[config.mk]
export PLATFORM = sky130hd
export DESIGN_NAME = partition_tt_sweeper
export DESIGN_NICKNAME = d
export VERILOG_FILES = /design/src/rtl/partition_sweep_pkg.sv /design/src/rtl/partition_tt_sweeper.sv
export SDC_FILE = /design/constraint.sdc
export NUM_CORES = 1
export LEC_CHECK = 0
export CAP_MARGIN = 20
export CORE_ASPECT_RATIO = 0.75
export CORE_MARGIN = 2
export CORE_UTILIZATION = 50
export DETAILED_ROUTE_END_ITERATION = 6
export GPL_ROUTABILITY_DRIVEN = 1
export PLACE_DENSITY = 0.89
export RECOVER_POWER = 50
export SLEW_MARGIN = 0
export SYNTH_ARGS = -nofsm -noshare
export SYNTH_HDL_FRONTEND = slang
export SYNTH_SLANG_ARGS = --single-unit
[constraint.sdc]
create_clock -name clk -period 2.9 [get_ports clk]
set_input_delay 0.58 -clock clk [delete_from_list [all_inputs] [get_ports clk]]
set_output_delay 0.58 -clock clk [all_outputs]
set_load 0.02 [all_outputs]
[src/rtl/partition_sweep_pkg.sv]
// rtl/partition_sweep_pkg.sv - shared types and width helpers for the partition truth-table sweeper
package partition_sweep_pkg;

  typedef enum logic [1:0] {
    ST_IDLE,
    ST_SETTLE,
    ST_EMIT,
    ST_DONE
  } sweep_state_e;

  // Widest partition output the popcount helper has to cover.
  localparam int POP_W = 32;

  function automatic int err_cnt_w(input int n_in);
    return n_in + 1;
  endfunction

  function automatic int err_bits_w(input int n_in, input int n_out);
    return n_in + $clog2(n_out + 1);
  endfunction

  function automatic int settle_w(input int settle_cyc);
    return (settle_cyc > 1) ? $clog2(settle_cyc) : 1;
  endfunction

  function automatic logic [5:0] popcount(input logic [POP_W-1:0] v);
    logic [5:0] n;
    n = '0;
    for (int i = 0; i < POP_W; i++) begin
      n = n + {5'b0, v[i]};
    end
    return n;
  endfunction

endpackage

[src/rtl/partition_tt_sweeper.sv]
// rtl/partition_tt_sweeper.sv - exhaustive truth-table sweeper for one combinational partition
// Optional golden-reference mismatch counters are enabled by PARTITION_TT_GOLDEN_CMP_EN.
module partition_tt_sweeper
  import partition_sweep_pkg::*;
#(
  parameter int N_IN       = 6,
  parameter int N_OUT      = 4,
  parameter int SETTLE_CYC = 1
) (
  input  logic             clk,
  input  logic             rst_n,
  input  logic             start,
  input  logic             abort,
  output logic             busy,
  output logic             done,
  output logic [N_IN-1:0]  pi_o,
  input  logic [N_OUT-1:0] po_i,
  output logic             tt_valid,
  input  logic             tt_ready,
  output logic [N_IN-1:0]  tt_index,
  output logic [N_OUT-1:0] tt_data
`ifdef PARTITION_TT_GOLDEN_CMP_EN
  ,
  input  logic [N_OUT-1:0]                     ref_po_i,
  output logic [err_cnt_w(N_IN)-1:0]           err_cnt,
  output logic [err_bits_w(N_IN, N_OUT)-1:0]   err_bits
`endif
);

  localparam int                CNT_W       = settle_w(SETTLE_CYC);
  localparam logic [CNT_W-1:0]  SETTLE_LAST = CNT_W'(SETTLE_CYC - 1);
  localparam logic [N_IN-1:0]   PI_LAST     = '1;

  sweep_state_e     state, state_nxt;
  logic [CNT_W-1:0] settle_cnt;
  logic             load, capture, accept;

  always_comb begin
    state_nxt = state;
    load      = 1'b0;
    capture   = 1'b0;
    accept    = 1'b0;
    case (state)
      ST_IDLE: begin
        if (start && !abort) begin
          state_nxt = ST_SETTLE;
          load      = 1'b1;
        end
      end
      ST_SETTLE: begin
        if (abort) begin
          state_nxt = ST_IDLE;
        end else if (settle_cnt == '0) begin
          capture   = 1'b1;
          state_nxt = ST_EMIT;
        end
      end
      ST_EMIT: begin
        // abort outranks a simultaneous handshake
        if (abort) begin
          state_nxt = ST_IDLE;
        end else if (tt_valid && tt_ready) begin
          accept    = 1'b1;
          state_nxt = (pi_o == PI_LAST) ? ST_DONE : ST_SETTLE;
        end
      end
      ST_DONE: state_nxt = ST_IDLE;
      default: state_nxt = ST_IDLE;
    endcase
  end

  always_ff @(posedge clk) begin
    if (!rst_n) begin
      state      <= ST_IDLE;
      settle_cnt <= '0;
      pi_o       <= '0;
      tt_valid   <= 1'b0;
      tt_index   <= '0;
      tt_data    <= '0;
    end else begin
      state    <= state_nxt;
      tt_valid <= (state_nxt == ST_EMIT);
      if (load) begin
        pi_o <= '0;
      end else if (accept && state_nxt == ST_SETTLE) begin
        pi_o <= pi_o + N_IN'(1);
      end
      // reload on every entry into SETTLE, count down while holding
      if (state_nxt == ST_SETTLE && state != ST_SETTLE) begin
        settle_cnt <= SETTLE_LAST;
      end else if (state == ST_SETTLE) begin
        settle_cnt <= settle_cnt - CNT_W'(1);
      end
      if (capture) begin
        tt_data  <= po_i;
        tt_index <= pi_o;
      end
    end
  end

  assign busy = (state == ST_SETTLE) || (state == ST_EMIT);
  assign done = (state == ST_DONE);

`ifdef PARTITION_TT_GOLDEN_CMP_EN
  localparam int ERRC_W = err_cnt_w(N_IN);
  localparam int ERRB_W = err_bits_w(N_IN, N_OUT);

  logic [N_OUT-1:0] diff;
  assign diff = po_i ^ ref_po_i;

  always_ff @(posedge clk) begin
    if (!rst_n || load) begin
      err_cnt  <= '0;
      err_bits <= '0;
    end else if (capture && diff != '0) begin
      err_cnt  <= err_cnt + ERRC_W'(1);
      err_bits <= err_bits + ERRB_W'(popcount(POP_W'(diff)));
    end
  end
`endif

endmodule

==> results of run 1 <==
==> cell usage after synthesis (all sizes together) <==
library cell and count:
xor2 1, nor3 2, a22oi 1, or4 1
nand3 6, nand2 7, buf 1, ha 6
mux2i 11, clkbuf 1, a31o 1, a2111oi 1
dfxtp 20, nor3b 1, o311a 1, o21ai 4
and2 4, nand2b 3, nand3b 1, a2111o 1
a2bb2oi 1, nor2 2, and3 3, nor2b 12
a21oi 6, o21bai 1, nand4 2, o211ai 1
inv 3, or3 3
==> worst reg2reg max path: stages (launching register included) <==
cell and delay, ns:
sky130_fd_sc_hd__dfxtp_1 0.44, sky130_fd_sc_hd__ha_1 0.20, sky130_fd_sc_hd__and3_1 0.19, sky130_fd_sc_hd__nand4_1 0.12
sky130_fd_sc_hd__a2111oi_1 0.96, sky130_fd_sc_hd__o21ai_1 0.18, sky130_fd_sc_hd__a21oi_1 0.16
==> cell usage in the layout (no fill, tap or decap), types with 2 or more instances in the layout <==
cell / count
sky130_fd_sc_hd__clkdlybuf4s50_1: 12
sky130_fd_sc_hd__a21oi_1: 5
sky130_fd_sc_hd__nand2b_1: 3
sky130_fd_sc_hd__dlygate4sd3_1: 15
sky130_fd_sc_hd__inv_1: 3
sky130_fd_sc_hd__nor2_1: 2
sky130_fd_sc_hd__dfxtp_1: 20
sky130_fd_sc_hd__o21ai_1: 3
sky130_fd_sc_hd__nand4_1: 2
sky130_fd_sc_hd__and2_1: 3
sky130_fd_sc_hd__or3_1: 2
sky130_fd_sc_hd__and3_1: 3
sky130_fd_sc_hd__nor2b_1: 12
sky130_fd_sc_hd__nand3_1: 6
sky130_fd_sc_hd__ha_1: 6
sky130_fd_sc_hd__clkbuf_4: 3
sky130_fd_sc_hd__nand2_1: 7
sky130_fd_sc_hd__mux2i_1: 11
==> registers in the layout (all words and copies together), names as in the netlist <==
signal,flops
tt_data,4
pi_o,6
state,2
settle_cnt,1
tt_valid,1
tt_index,6
==> how the worst min path moves through the flow <==
stage	from	to	slack, ns	depth (start not counted)
2_1_floorplan	pi_o[5]	pi_o[5]	0.57	2
3_3_place_gp	tt_data[3]	tt_data[3]	0.50	2
3_5_place_dp	tt_data[1]	tt_data[1]	0.51	2
4_1_cts	pi_o[5]	pi_o[5]	0.53	2
5_1_grt	tt_index[2]	tt_index[2]	0.55	2
6_report	pi_o[5]	pi_o[5]	0.52	2
==> final cells by class <==
type / instances / area, sq um
inverter: 3 / 11.3
sequential: 20 / 400
tap: 24 / 30.0
clock buffer: 3 / 22.5
multi-input combinational: 83 / 607
timing repair buffer: 28 / 278
fill: 164 / 648
==> metrics by stage <==
stage / hold slack (ns) / cell area, sq um / power [uW] / util, %
2_1_floorplan: 0.572 / 1050 / 326 / -
4_1_cts: 0.535 / 1370 / 482 / 68.7
3_3_place_gp: 0.496 / 1350 / 351 / 67.6
3_5_place_dp: 0.512 / 1350 / 353 / 67.6
6_report: 0.516 / 1350 / 476 / 67.5
5_1_grt: 0.549 / 1350 / 495 / 67.5
==> logic make-up (layout without fill, tap and decap cells) <==
logic type	count (synthesis)	in the layout	synth area share [%]
AND/OR/NAND/NOR	47	47	27.4
multiplexers	11	11	10.5
AO/OA/AOI/OAI	18	18	14.2
flip-flops	20	20	38.1
adder cells (fa/ha/maj)	6	6	7.14
XOR/XNOR	1	1	0.833
buffers and inverters	5	34	1.90
==> routing by layer <==
layer,global-route usage (%),vias to the layer above,part of all wire [%]
met5,0,-,0
li1,-,444,-
met1,27.4,414,46
met3,5.67,3,4.6
met4,3.72,0,0.51
met2,33.1,30,48
==> power by group through the flow <==
stage	logic, uW	clock network [uW]	registers (uW)
global route	68.1	144	283
CTS	65.5	134	282
floorplan	36.4	0	290
detailed placement	65.0	0	288
global placement	62.7	0	288
finish	62.5	132	282
==> impl_summary.log, run 1 <==
INFO  metric outcome = completed
INFO  metric dpl.cell_count = 158
INFO  metric detail_route.vias_per_cell = 5.53
INFO  metric cts.hold.buffers_added = 0
INFO  metric worstReg2RegStart = pi_o[0]
INFO  metric drv_slew = 0
INFO  metric critical_path.slowest_cell = sky130_fd_sc_hd__a2111oi_1
INFO  metric detailedRoute.firstPassIterationCount = 4
INFO  metric syn-num-nets = 123
INFO  metric power_frac_seq = 59.2%
INFO  metric slew_headroom = 26.0%
INFO  metric clock.fmax = 407 MHz
INFO  metric cts.clk_slew.worst_paths = 0.11 ns
INFO  metric detailroute.via_count = 891
INFO  metric setup.worst_path.class = input port to flip-flop
INFO  metric postSynthRegisterBits = 20
INFO  metric setup-violations-final = 0
INFO  metric critPathCapture = pi_o[2]
INFO  metric final.period_utilization = 84.8%
INFO  metric timing.final.ws_setup = 0.440 ns
INFO  metric crit_arrival = 2.69 ns
INFO  metric min_path_type = flip-flop to flip-flop
INFO  metric grt.total_usage = 20.3%
INFO  metric num_antenna_cells = 0
INFO  metric ios = 28
INFO  metric timing.clock.skew = 0.0111 ns
INFO  metric hpwl = 1.83 mm
INFO  metric part_of_the_power_in_combinational_logic = 13.1%
INFO  metric clk_root_buffer_cell = sky130_fd_sc_hd__clkbuf_4
INFO  metric placement.setup.worst_slack = 0.642 ns
INFO  metric die_width = 56.9 microns
INFO  metric mean_routed_wirelength_per_cell = 14.6 microns
INFO  metric netlist_top_cells_area = sky130_fd_sc_hd__dfxtp_1, sky130_fd_sc_hd__mux2i_1, sky130_fd_sc_hd__ha_1, sky130_fd_sc_hd__nor2b_1, sky130_fd_sc_hd__nand3_1
INFO  metric routed_antenna_nets = 0
INFO  metric worstSkewPairLatency = 0.30 ns
INFO  metric regToRegEndpoint = pi_o[2]
INFO  metric timing.critical_path.depth = 6
INFO  metric synth_largest_area_cell = sky130_fd_sc_hd__dfxtp_1
INFO  metric rr_worst_depth = 6
INFO  metric largest_net_degree_at_the_start_of_global_routing = 17
INFO  metric drv_cap = 0
INFO  metric power.share.switching = 24.8%
INFO  metric hold_violations = 0
INFO  metric finalCriticalPeriod = 2.46 ns
INFO  metric worst-path-max-fanout = 7
INFO  metric rows = 14
INFO  metric power.switching = 118 uW
INFO  metric timing.critical_path.from_type = input port
INFO  metric tritoncts = built
INFO  metric floorplan.die.height = 43.7 microns
INFO  metric worst_ep_required_time = 3.13 ns
INFO  metric crit_chain = clkdlybuf4s50_1, and2_0, nand4_1, a2111oi_1, o21ai_1, a21oi_1
INFO  metric post_cts.resized_instances = 0
INFO  metric critical_path.startpoint = tt_ready
INFO  metric fin_tns_setup = 0 ns
INFO  metric buffer_ports.inserted = 27
INFO  metric syn_area = 0.00105 sq mm
INFO  metric design.final.nets = 154
INFO  metric synthCells = 108
INFO  metric power_leakage = 0.000540 uW
INFO  metric layout.cells.non_filler = 161
INFO  metric core-area = 0.00200 sq mm
INFO  metric cp.buffers_inverters = 1
INFO  metric powerDensity = 353 mW/mm^2
INFO  metric max-vdd-ir-drop = 0.000330 V
INFO  metric grt_pass1_vias = 807
INFO  metric yosysTopAreaCellShare = 38.1%
INFO  metric internal_power = 358 uW
INFO  metric cts_buffers = 3
INFO  metric route.final.wire_length = 2.35 mm
INFO  metric setup_repair_after_global_routing_missed_its_margin = no
INFO  metric fraction_of_layout_cells_with_a_size_suffix_above_1 = 5.84%
INFO  metric detailedRoute.firstIterationViolations = 31
INFO  metric drcViolationCount = 0
INFO  metric htree_levels = 1
INFO  metric cpPeakStageDelay = 0.96 ns
INFO  metric worstSetupEndpointType = flip-flop
INFO  metric gp_congestion = 0.913
INFO  metric floorplan.initialDensity = 52.6%
INFO  metric bufs_on_longest_clock_path = 2
INFO  metric cts_post_setup_buffers_inserted = 0
INFO  metric clockPowerShare = 27.6%
INFO  metric syn-mean-instance-area = 9.73 sq um
INFO  metric path_delay_family = compound AO/OA/AOI/OAI gates
INFO  metric tritoncts_num_sinks = 20
INFO  metric synth_cell_type_count = 35
INFO  metric grt_remaining_overflow = 0
INFO  metric antenna_found_initial = 0
INFO  metric fp.dieArea = 0.00249 sq mm
INFO  metric regToRegSetupSlack = 0.59 ns
INFO  metric synth_seq_area_share = 38.1%
INFO  metric ys_warn_count = 0
INFO  metric grt_pass1_wl = 3.88 mm
INFO  metric worstMarginPinSlew = 1.11 ns
INFO  metric flow.area_growth_from_synthesis = 28.3%
(Power assumes the default switching activity.)
==> run 2, diff against run 1 <==
Settings changed: CORE_UTILIZATION 50 to 47, PLACE_DENSITY 0.89 to 0.85.
Clock period 2.9 ns to 2.3 ns, I/O delays scaled along.
==> run 2 against run 1 <==
Effect of this change: the flow now finishes with violations (design-rule violations); routed wire length decreased by 6.1%; critical path depth shrank 3; worst hold slack better by 0.011 ns; critical endpoint is now busy; largest cell class unchanged.
==> impl_summary.log, run 2 (synthesized netlist as in run 1, its figures left out) <==
INFO  metric outcome = complete, but fails checks
INFO  metric violated_checks = design-rule violations
INFO  metric internal_power = 451 uW (+26%)
INFO  metric power_leakage = 0.000545 uW (+0.99%)
INFO  metric largest_net_degree_at_the_start_of_global_routing = 16 (-1)
INFO  metric max-vdd-ir-drop = 0.000429 V (+30%)
INFO  metric mean_routed_wirelength_per_cell = 13.7 microns (-6.1%)
INFO  metric critical_path.slowest_cell = sky130_fd_sc_hd__clkdlybuf4s50_1
INFO  metric tritoncts_num_sinks = 20 (unchanged)
INFO  metric setup.worst_path.class = flip-flop to primary output
INFO  metric most_common_cell_after_layout_fill_and_taps_aside = sky130_fd_sc_hd__dfxtp_1
INFO  metric rows = 14 (unchanged)
INFO  metric floorplan.die.height = 45.0 microns (+2.8%)
INFO  metric flow.area_growth_from_synthesis = 30.1%
INFO  metric timing.critical_path.from_type = flip-flop
INFO  metric drcViolationCount = 3 (+3)
INFO  metric multiInputGateArea = 624 sq um (+2.9%)
INFO  metric rr_worst_depth = 7 (+1)
INFO  metric worstSetupEndpointType = primary output
INFO  metric detailroute.via_count = 888 (-0.34%)
INFO  metric cts_buffers = 3 (unchanged)
INFO  metric ios = 28 (unchanged)
INFO  metric reg_top3 = pi_o (6), tt_index (6), tt_data (4)
INFO  metric hold_path_startpoint = pi_o[5]
INFO  metric clock.fmax = 464 MHz
INFO  metric grt_pass1_vias = 835 (+3.5%)
INFO  metric clk_root_buffer_cell = sky130_fd_sc_hd__clkbuf_4
INFO  metric finalCriticalPeriod = 2.16 ns
INFO  metric cts.clk_slew.worst_paths = 0.10 ns (about the same)
INFO  metric min_path_type = flip-flop to flip-flop
INFO  metric cts.hold.buffers_added = 0 (unchanged)
INFO  metric floorplan.initialDensity = 50.8% (-1.8 points)
INFO  metric post_cts.resized_instances = 0 (unchanged)
INFO  metric antenna_found_initial = 0 (unchanged)
INFO  metric core-area = 0.00207 sq mm (+3.5%)
INFO  metric grt_pass1_wl = 3.60 mm (-7.1%)
INFO  metric timing.clock.skew = 0.00203 ns (-0.00907 ns)
INFO  metric setup-violations-final = 0 (unchanged)
INFO  metric setup_repair_after_global_routing_missed_its_margin = no
INFO  metric cts_post_setup_buffers_inserted = 0 (unchanged)
INFO  metric htree_levels = 1 (unchanged)
INFO  metric power.switching = 143 uW (+21%)
INFO  metric num_antenna_cells = 0 (unchanged)
INFO  metric gp_congestion = 0.889 (-2.6%)
INFO  metric critical_path.startpoint = state[0]
INFO  metric drv_cap = 0 (unchanged)
INFO  metric tritoncts = built
INFO  metric crit_chain = inv_1, ha_1, clkdlybuf4s50_1
INFO  metric final.period_utilization = 93.8%
INFO  metric design_area = 0.00137 sq mm (+1.4%)
INFO  metric fillerInstances = 163 (-0.61%)
INFO  metric route.final.wire_length = 2.21 mm (-6.1%)
INFO  metric slew_headroom = 59.7% (+34 points)
INFO  metric bufs_on_longest_clock_path = 2 (unchanged)
INFO  metric worst-path-max-fanout = 5 (-2)
INFO  metric drv_slew = 0 (unchanged)
INFO  metric crit_arrival = 1.70 ns (-0.99 ns)
INFO  metric worstReg2RegStart = state[0]
INFO  metric power_frac_seq = 59.7% (+0.5 points)
INFO  metric grt_remaining_overflow = 0 (unchanged)
INFO  metric part_of_the_power_in_combinational_logic = 13.5% (+0.4 points)
INFO  metric detail_route.vias_per_cell = 5.52 (-0.34%)
INFO  metric placedInstanceArea = 0.00135 sq mm (unchanged)
INFO  metric worst_ep_required_time = 1.84 ns (-1.29 ns)
INFO  metric buffer_ports.inserted = 27 (unchanged)
INFO  metric worstMarginPinSlew = 0.604 ns (-0.502 ns)
INFO  metric clockPowerShare = 26.8% (-0.8 points)
INFO  metric worstSkewPairLatency = 0.29 ns (about the same)
INFO  metric grt.total_usage = 17.9% (-2.4 points)
INFO  metric fp.dieArea = 0.00263 sq mm (+5.9%)
INFO  metric fraction_of_layout_cells_with_a_size_suffix_above_1 = 7.30% (+1.5 points)
INFO  metric cpPeakStageDelay = 0.60 ns (-0.36 ns)
INFO  metric hold_depth = 2 (unchanged)
INFO  metric power.share.switching = 24.1% (-0.72 points)
INFO  metric powerDensity = 435 mW/mm^2 (+23%)
INFO  metric hpwl = 1.73 mm (-5.6%)
INFO  metric utilization = 66.2% (-1.4 points)
INFO  metric detailedRoute.firstPassIterationCount = 6 (+2)
INFO  metric layout.cells.most_common_list = sky130_fd_sc_hd__dfxtp_1, sky130_fd_sc_hd__dlygate4sd3_1, sky130_fd_sc_hd__nor2b_1
INFO  metric seq_area = 402 sq um (+0.31%)
INFO  metric design.final.nets = 154 (unchanged)
INFO  metric routed_antenna_nets = 0 (unchanged)
INFO  metric total_power = 595 uW (+25%)
INFO  metric detailedRoute.firstIterationViolations = 43 (+39%)
INFO  metric die_width = 58.6 microns (+2.9%)
INFO  metric fin_tns_setup = 0 ns (unchanged)
INFO  metric hold_violations = 0 (unchanged)
-- run 2: cell types whose count changed in the layout (fill, tap and decap cells not counted) --
cell,before,now
sky130_fd_sc_hd__dfxtp_1,20,19
sky130_fd_sc_hd__and2_1,3,4
sky130_fd_sc_hd__dfxtp_2,0,1
sky130_fd_sc_hd__dlygate4sd3_1,15,16
sky130_fd_sc_hd__and2_0,1,0
sky130_fd_sc_hd__a2111oi_1,1,0
sky130_fd_sc_hd__a2111oi_4,0,1
sky130_fd_sc_hd__clkdlybuf4s50_1,12,11
-- run 2: worst paths after layout --
path | to | slack [ns]
setup / recovery | busy | 0.14
hold / removal | pi_o[5] | 0.53
setup reg to reg | pi_o[4] | 0.27
hold reg to reg | pi_o[5] | 0.53
-- run 2: metrics by stage --
step	hold slack, ns	cells	setup WS [ns]
2_1_floorplan	0.572	108	0.476
3_3_place_gp	0.496	158	0.175
3_5_place_dp	0.511	158	0.123
4_1_cts	0.534	161	0.0516
5_1_grt	0.557	161	0.0368
6_report	0.526	161	0.143
-- run 2: power groups by stage --
stage                     clock network, uW  registers (uW)  logic (uW)
final                                   160             355        80.1
after global routing                    179             356        87.4
after CTS                               164             355        81.0
after detailed placement                  0             363        80.9
after global placement                    0             363        78.8
after floorplan                           0             365        45.9
-- run 2: layout make-up --
class / count / share of cell area (%)
Tap cell: 24 / 2.20
Sequential cell: 20 / 29.4
Inverter: 3 / 0.823
Clock buffer: 3 / 1.65
Timing Repair Buffer: 28 / 20.3
Multi-Input combinational cell: 83 / 45.7
-- run 2: worst max-delay path: cells and delay by family, from the launching register on --
family                   cells  cell delay (ns)
buffers and inverters        2             0.71
adder cells (fa/ha/maj)      1             0.28
flip-flops                   1             0.42
-- run 2: per-layer routing --
metal	wire [microns]	vias up	GRT usage (%)	part of all wire, %
met4	0	0	1.36	0
li1	-	445	-	-
met1	995	419	23.0	45
met3	136	0	5.44	6.2
met2	1080	24	31.2	49
met5	0	-	0	0
